## src/rtl/mbe_mult_pkg.sv

```systemverilog
// Shared types, constants and MBE radix-4 / carry-save helpers for mbe_mult_arbiter.
// The datapath is fixed at 11-bit unsigned operands, 6 partial products of 12 bits.
package mbe_mult_pkg;

   localparam int unsigned OP_W   = 11;
   localparam int unsigned PP_W   = 12;
   localparam int unsigned N_PP   = 6;
   localparam int unsigned PROD_W = 22;

   typedef enum logic [1:0] {RUN, DRAIN, HALT} arb_state_t;

   typedef logic [PROD_W-1:0] prod_t;

   typedef struct packed {
      prod_t s;
      prod_t c;
   } csa_t;

   // One Booth digit times a, placed at weight 4^j.
   // Negative digits are ones'-complemented here; the +1 goes into the separate neg-bit row.
   function automatic prod_t mbe_pp(input logic [OP_W-1:0] a, input logic [2:0] grp,
                                    input int unsigned j);
      logic            one;
      logic            two;
      logic            neg;
      logic [PP_W-1:0] mag;
      prod_t           ext;
      one = grp[0] ^ grp[1];
      two = (grp[2] & ~grp[1] & ~grp[0]) | (~grp[2] & grp[1] & grp[0]);
      neg = grp[2];
      mag = one ? {1'b0, a} : (two ? {a, 1'b0} : '0);
      ext = neg ? {{(PROD_W-PP_W){1'b1}}, ~mag} : {{(PROD_W-PP_W){1'b0}}, mag};
      return ext << (2 * j);
   endfunction

   function automatic csa_t csa3(input prod_t x, input prod_t y, input prod_t z);
      csa_t r;
      r.s = x ^ y ^ z;
      r.c = ((x & y) | (x & z) | (y & z)) << 1;
      return r;
   endfunction

endpackage

```

## src/rtl/mbe_mult_arbiter_rr.sv

```systemverilog
// Combinational round-robin arbiter: first set request at or above ptr, wrapping around.
module rr_arbiter #(
   parameter int unsigned N_REQ = 4,
   parameter int unsigned ID_W  = $clog2(N_REQ)
) (
   input  logic [N_REQ-1:0] req,
   input  logic             en,
   input  logic [ID_W-1:0]  ptr,
   output logic [N_REQ-1:0] grant,
   output logic [ID_W-1:0]  idx,
   output logic             vld
);
   import mbe_mult_pkg::*;

   always_comb begin
      logic [ID_W-1:0] ci;
      grant = '0;
      idx   = '0;
      vld   = 1'b0;
      ci    = '0;
      for (int unsigned k = 0; k < N_REQ; k++) begin
         ci = ID_W'((32'(ptr) + k) % N_REQ);
         if (!vld && req[ci]) begin
            vld = 1'b1;
            idx = ci;
         end
      end
      if (en && vld) grant[idx] = 1'b1;
   end

endmodule

```

## src/rtl/mbe_mult_arbiter.sv

```systemverilog
// Round-robin shared MBE/Dadda multiplier, 3-stage pipeline, halt/drain FSM.
// Optional statistics counters (stat_done/stat_stall) are enabled by defining MULT_STATS_EN.
module mbe_mult_arbiter #(
   parameter int unsigned N_REQ  = 4,
   parameter int unsigned OP_W   = 11,
   parameter int unsigned PROD_W = 22,
   parameter int unsigned ID_W   = $clog2(N_REQ)
) (
   input  logic                  clk,
   input  logic                  rst_n,
   input  logic [N_REQ-1:0]      req_valid,
   input  logic [N_REQ*OP_W-1:0] req_a,
   input  logic [N_REQ*OP_W-1:0] req_b,
   output logic [N_REQ-1:0]      req_ready,
   output logic                  rsp_valid,
   input  logic                  rsp_ready,
   output logic [PROD_W-1:0]     rsp_prod,
   output logic [ID_W-1:0]       rsp_id,
   input  logic                  halt_req,
   output logic                  halted
`ifdef MULT_STATS_EN
   ,
   output logic [15:0]           stat_done,
   output logic [15:0]           stat_stall
`endif
);
   import mbe_mult_pkg::*;

   arb_state_t          state_q, state_d;
   logic [ID_W-1:0]     ptr_q, ptr_d, gnt_idx;
   logic [ID_W-1:0]     s1_id_q, s2_id_q, rsp_id_q;
   logic                adv, gnt_en, gnt_vld, hs;
   logic [OP_W-1:0]     a_sel, b_sel, s1_a_q, s1_b_q;
   logic                s1_v_q, s2_v_q, rsp_valid_q;
   prod_t               tree_s, tree_c, s2_s_q, s2_c_q;
   logic [PROD_W-1:0]   rsp_prod_q, rsp_prod_d;
   prod_t               pp [N_PP+1];
   logic [OP_W+1:0]     bx;
   csa_t                t0, t1, t2, t3, t4;

   assign adv = !rsp_valid_q || rsp_ready;
   // rst_n gates grants so req_ready drops the instant reset asserts.
   assign gnt_en = rst_n && adv && (state_q == RUN) && !halt_req;
   assign hs     = gnt_en && gnt_vld;

   rr_arbiter #(.N_REQ(N_REQ), .ID_W(ID_W)) u_arb (
      .req   (req_valid),
      .en    (gnt_en),
      .ptr   (ptr_q),
      .grant (req_ready),
      .idx   (gnt_idx),
      .vld   (gnt_vld)
   );

   always_comb begin
      a_sel = '0;
      b_sel = '0;
      for (int unsigned i = 0; i < N_REQ; i++) begin
         if (req_ready[i]) begin
            a_sel = a_sel | req_a[i*OP_W +: OP_W];
            b_sel = b_sel | req_b[i*OP_W +: OP_W];
         end
      end
      ptr_d = ptr_q;
      if (hs) ptr_d = (gnt_idx == ID_W'(N_REQ-1)) ? '0 : gnt_idx + 1'b1;
   end

   // Six Booth rows plus one row collecting the +1 of every negative digit, reduced 7 -> 2.
   always_comb begin
      bx       = {1'b0, s1_b_q, 1'b0};
      pp[N_PP] = '0;
      for (int unsigned j = 0; j < N_PP; j++) begin
         pp[j]            = mbe_pp(s1_a_q, bx[2*j +: 3], j);
         pp[N_PP][2*j]    = bx[2*j+2];
      end
      t0     = csa3(pp[0], pp[1], pp[2]);
      t1     = csa3(pp[3], pp[4], pp[5]);
      t2     = csa3(t0.s, t0.c, t1.s);
      t3     = csa3(t2.s, t2.c, t1.c);
      t4     = csa3(t3.s, t3.c, pp[N_PP]);
      tree_s = t4.s;
      tree_c = t4.c;
   end

   assign rsp_prod_d = PROD_W'(s2_c_q + s2_s_q);

   always_comb begin
      state_d = state_q;
      unique case (state_q)
         RUN:     if (halt_req) state_d = DRAIN;
         DRAIN:   if (!halt_req) state_d = RUN;
                  else if (!s1_v_q && !s2_v_q && !rsp_valid_q) state_d = HALT;
         HALT:    if (!halt_req) state_d = RUN;
         default: state_d = RUN;
      endcase
   end

   always_ff @(posedge clk or negedge rst_n) begin
      if (!rst_n) begin
         state_q     <= RUN;
         ptr_q       <= '0;
         s1_v_q      <= 1'b0;
         s1_a_q      <= '0;
         s1_b_q      <= '0;
         s1_id_q     <= '0;
         s2_v_q      <= 1'b0;
         s2_s_q      <= '0;
         s2_c_q      <= '0;
         s2_id_q     <= '0;
         rsp_valid_q <= 1'b0;
         rsp_prod_q  <= '0;
         rsp_id_q    <= '0;
      end else begin
         state_q <= state_d;
         ptr_q   <= ptr_d;
         if (adv) begin
            s1_v_q <= hs;
            if (hs) begin
               s1_a_q  <= a_sel;
               s1_b_q  <= b_sel;
               s1_id_q <= gnt_idx;
            end
            s2_v_q      <= s1_v_q;
            s2_s_q      <= tree_s;
            s2_c_q      <= tree_c;
            s2_id_q     <= s1_id_q;
            rsp_valid_q <= s2_v_q;
            rsp_prod_q  <= rsp_prod_d;
            rsp_id_q    <= s2_id_q;
         end
      end
   end

   assign rsp_valid = rsp_valid_q;
   assign rsp_prod  = rsp_prod_q;
   assign rsp_id    = rsp_id_q;
   assign halted    = (state_q == HALT);

`ifdef MULT_STATS_EN
   logic [15:0] done_q, stall_q;

   always_ff @(posedge clk or negedge rst_n) begin
      if (!rst_n) begin
         done_q  <= '0;
         stall_q <= '0;
      end else begin
         if (rsp_valid_q && rsp_ready && done_q != '1)   done_q  <= done_q + 1'b1;
         if (rsp_valid_q && !rsp_ready && stall_q != '1) stall_q <= stall_q + 1'b1;
      end
   end

   assign stat_done  = done_q;
   assign stat_stall = stall_q;
`endif

endmodule

```

## config.mk

```make
export PLATFORM = sky130hd
export DESIGN_NAME = mbe_mult_arbiter
export DESIGN_NICKNAME = d
export VERILOG_FILES = /design/src/rtl/mbe_mult_pkg.sv /design/src/rtl/mbe_mult_arbiter_rr.sv /design/src/rtl/mbe_mult_arbiter.sv
export SDC_FILE = /design/constraint.sdc
export NUM_CORES = 1
export LEC_CHECK = 0
export BUFFER_PORTS_ARGS = -buffer_cell sky130_fd_sc_hd__buf_4
export CORE_AREA = 2 2 117 204
export CTS_CLUSTER_SIZE = 10
export DETAILED_ROUTE_END_ITERATION = 8
export DIE_AREA = 0 0 119 206
export GPL_ROUTABILITY_DRIVEN = 0
export SETUP_SLACK_MARGIN = 0.5
export SLEW_MARGIN = 0
export SYNTH_ARGS = -nofsm -noshare
export SYNTH_HDL_FRONTEND = slang
export SYNTH_SLANG_ARGS = --single-unit
```

## constraint.sdc

```tcl
create_clock -name clk -period 3.7 [get_ports clk]
set_input_delay 0.37 -clock clk [delete_from_list [all_inputs] [get_ports clk]]
set_output_delay 0.37 -clock clk [all_outputs]
set_load 0.01 [all_outputs]
```

# After elaboration in Yosys (flattened, before gate mapping)

Cells that the tools add are included.

Output and inout bits: 30
Word-level logic and storage cells: 184
Register bits after elaboration: 100
Bits of input ports: 96

Bitwise operators: 83
Equal/unequal tests: 6
Order comparisons: 6
Reductions and logical operators: 21
Multiplexer cells: 50
Add/subtract/negate cells: 5

Operators with widths:

| cell               | number |
|---|---|
| $and 21x21->21     | 13 |
| $or 21x21->21      | 10 |
| $xor 22x22->22     | 9 |
| $mux 12            | 12 |
| $mux 11            | 8 |
| $or 11x11->11      | 6 |
| $not 12->12        | 5 |
| $and 21x9->21      | 2 |
| $add 22x22->22     | 1 |
| $mux 22            | 1 |
| $xor 22x9->22      | 1 |
| $mux 20            | 1 |
| $and 1x1->1        | 18 |
| $mux 18            | 1 |
| $mux 2             | 9 |
| $mux 16            | 1 |
| $lt 2x3->1 const B | 5 |
| $mux 14            | 1 |
| $logic_and 1x1->1  | 10 |
| $not 1->1          | 10 |
| $mux 1             | 9 |
| $bmux 1 s2         | 4 |
| $logic_not 1->1    | 7 |
| $pmux 2 s3         | 1 |
| other kinds (15)   | 26 |

# Longest topological paths before layout

Word-level depth: 24
Depth in mapped cells: 15
Gate-level depth less buffers: 14

# Hierarchy

From an unflattened synthesis, not the netlist that was laid out.

Cell total of the unflattened synthesis: 1144
Area total of the unflattened synthesis: 9058.7 sq um

By module, submodules not included:

| module           | area each (sq um) | times used | cells an instance | seq. area each (sq um) |
|---|---|---|---|---|
| mbe_mult_arbiter | 8933.6            | 1          | 1124              | 2452.4 |
| rr_arbiter       | 125.1             | 1          | 20                | 0.0 |

# Worst setup path after synthesis

No wires, ideal clock.

Path kind: register to register
Start point: reg s1_b_q[1]
End point: reg s2_s_q[10]
Required time: 3.583 ns
Stages on the path, launching flop included: 15
Setup time: 0.117 ns
Buffers on the path: 3
Slack: 0.019 ns
Arrival time: 3.564 ns
Period minus slack after synthesis: 3.681 ns
Path through: dfrtp_1 buf_2 buf_1 buf_2 xor2_1 nand2_1 o31ai_1 fa_1 inv_1 fa_1 inv_1 fa_1 ha_1 nand2_1 nand2_1

RTL lines:

| item                     | RTL line                | text |
|---|---|---|
| start: declaration       | mbe_mult_arbiter.sv:33  | `logic [OP_W-1:0] a_sel, b_sel, s1_a_q, s1_b_q;` |
| start signal: assignment | mbe_mult_arbiter.sv:120 | `s1_b_q <= b_sel;` |
| end signal: assignment   | mbe_mult_arbiter.sv:124 | `s2_s_q <= tree_s;` |
| end: declaration         | mbe_mult_arbiter.sv:35  | `prod_t tree_s, tree_c, s2_s_q, s2_c_q;` |

==> flow_summary.yaml <==
global_routing:
  grt_pass1_vias: 8482
  grt_max_degree: 79
  antenna_found_initial: 0
  grt-ovfl-total: 0
  grt.total_usage_pct: 20.6
  grt_first_pass_wirelength_um: 41000
clock_tree:
  cts_tree: "done"
  clk_path_buf_depth: 2
  cts_max_level: 3
  cts_hold_buf: 0
  clkLatencyLatePin_ps: 360
  root_buffer: "clkbuf_16"
  clkSinkCount: 98
  numCtsBuffers: 9
  clkTransAtPathRegs_ps: 70
logic_synthesis:
  ys_seq_elements: 98
  yosysWarnings: 0
  syn_nets: 1348
  yosys-top-cells-count: "nand2_1 (258), dfrtp_1 (98), a21oi_1 (88), o21ai_0 (81), clkbuf_1 (80)"
  ys_types: 57
  synth_cells: 1144
  synthTopCellsByArea: "dfrtp_1 (27%), fa_1 (12%), nand2_1 (11%)"
  yosysTopAreaCell: "dfrtp_1"
  synthesis.area_um2: 9030
  synth.top_cell.area_share_pct: 27.2
  synth_area_per_cell_um2: 7.89
  yosysMostFrequentCell: "nand2_1"
  ys.flop_type: "dfrtp_1"
  synth_edf_count: 0
  ys_seq_area_share_pct: 27.2
  synthArstFlopShare_pct: 100
floorplan:
  die_h_um: 206
  floorplan.initialDensity_pct: 39.2
  rows: 74
  io_pins: 126
  die_area_um2: 24500
  core_area_um2: 23100
  fp.dieW_um: 119
sta:
  slew_viol_final: 0
  tns_ps: 0
  min_period_over_period_pct: 91.3
  fin_ws_ps: 321
  rsz0062_at_grt: "yes"
  slew_headroom_pct: 44.7
  fmax_ghz: 0.296
  fin_crit_ps: 3380
  finalClockSkew_ps: 8.08
  worst_slew_pin_slew_ps: 830
  finalHoldViolCount: 0
  setup_viol: 0
place:
  post-place-ws_ps: 191
  place_hpwl_um: 17800
  io_buffers: 125
  dp.cells: 1530
critical_path:
  startpoint: "s1_b_q[4]"
  path_class: "register to register"
  end_kind: "register"
  cp-start-kind: "register"
  reg2reg_to: "s2_s_q[10]"
  required_ps: 3960
  r2r_start: "s1_b_q[4]"
  path_max_fanout: 7
  crit_end: "s2_s_q[10]"
  r2r_slack_ps: 320
  crit_arrival_ps: 3630
  ff2ff_path_depth: 12
min_path:
  min_path_type: "input port to asynchronous set/reset pin"
detailed_routing:
  via_count: 8630
  wl_per_cell_um: 15.9
  dr.first_iter.drc_count: 481
  wl_um: 25700
  dr.pass1.iters: 5
  drc: 0
  vias_per_cell: 5.33
  drtAntennaViolNets: 0
layout:
  area_growth_pct: 34.4
  antenna_cells: 0
  drive_gt1_share_pct: 31.2
  final_cells: 1620
  final_nets: 1515
flow_run:
  max_cap_violations: 0
run_status:
  run_status: "complete, no violations"
## worst min path at each step
stage,cells after the start,start,endpoint,slack [ps]
global placement,2,s2_id_q[0],s2_id_q[0],450
global route,2,rst_n,rsp_prod[2],210
detailed placement,2,s2_id_q[1],s2_id_q[1],460
finish,2,rst_n,rsp_prod[2],160
floorplan,0,rst_n,ptr_q[0],70
CTS,2,rst_n,rsp_prod[2],200
## final cells by class
class	count	area, um^2
Clock inverter	6	67.6
Multi-Input combinational cell	874	6420
Sequential cell	98	2480
Clock buffer	10	229
Inverter	75	285
Timing Repair Buffer	253	2270
Fill cell	2127	10900
Tap cell	304	380
## cell families (layout without fill, tap and decap cells)
| kind of cell | count (synthesis) | count (layout) | synth area share, % |
|---|---|---|---|
| AOI/OAI and AO/OA | 312 | 312 | 21.9 |
| DFF | 98 | 98 | 27.2 |
| buffers and inverters | 172 | 344 | 7.28 |
| muxes | 3 | 3 | 0.347 |
| xor gates and xnor gates | 40 | 40 | 3.88 |
| adders and majority gates | 127 | 127 | 21.5 |
| and+or+nand+nor | 392 | 392 | 17.9 |
## sequential cells by signal, indices dropped and copies added, names as in the netlist, 2 cells and up
register and count:
rsp_prod 22, s1_a_q 11, s1_id_q 2, s2_id_q 2, ptr_q 2, s2_s_q 22
s2_c_q 19, s1_b_q 11, state_q 2, rsp_id 2
## worst max-delay path, cell delays in order, from the launching register on
cell and delay, ps:
dfrtp_2 570, xor2_2 240, and2_4 220, a221oi_2 60, buf_4 160, fa_1 550
inv_2 50, fa_1 520, inv_1 40, fa_1 430, ha_1 300, nand2_1 60
nand2_1 60
## what timing repair did
item | in CTS | in global routing
gates resized for setup | 113 | 99
pin swaps | 35 | 44
buffers inserted | 48 | 19
gates cloned | 4 | 3
endpoints found under the hold margin | 0 | 0
setup endpoints to repair | 31 | 33
## per-layer routing
layer	wire (um)	track usage, %	vias up
li1	-	-	4226
met1	9960	22.4	4097
met2	13900	39.9	250
met3	911	2.32	57
met4	940	8.93	0
met5	0	0	-
## stage by stage
step                      cell area [um^2]  hold WS [ps]  utilization (%)
after detailed placement             10500           456             45.4
after global placement               10500           451             45.4
after CTS                            11600           204             50.3
after global routing                 12100           211             52.6
after floorplan                       9170          74.4                -
final                                12100           162             52.6
## cell usage in the layout, fill, tap and decap left out, types with 19 or more instances in the layout
cell type and count:
a21oi_1 70, a221oi_1 24, a22o_1 22, buf_4 213
buf_6 19, dfrtp_1 81, fa_1 43, ha_1 46
inv_1 67, nand2_1 252, nor2_1 64, o21ai_0 51
o21ai_1 20, xor2_1 19
Power is not shown: default switching activity piles up to over one toggle a cycle in this logic, so the estimate is an artifact.
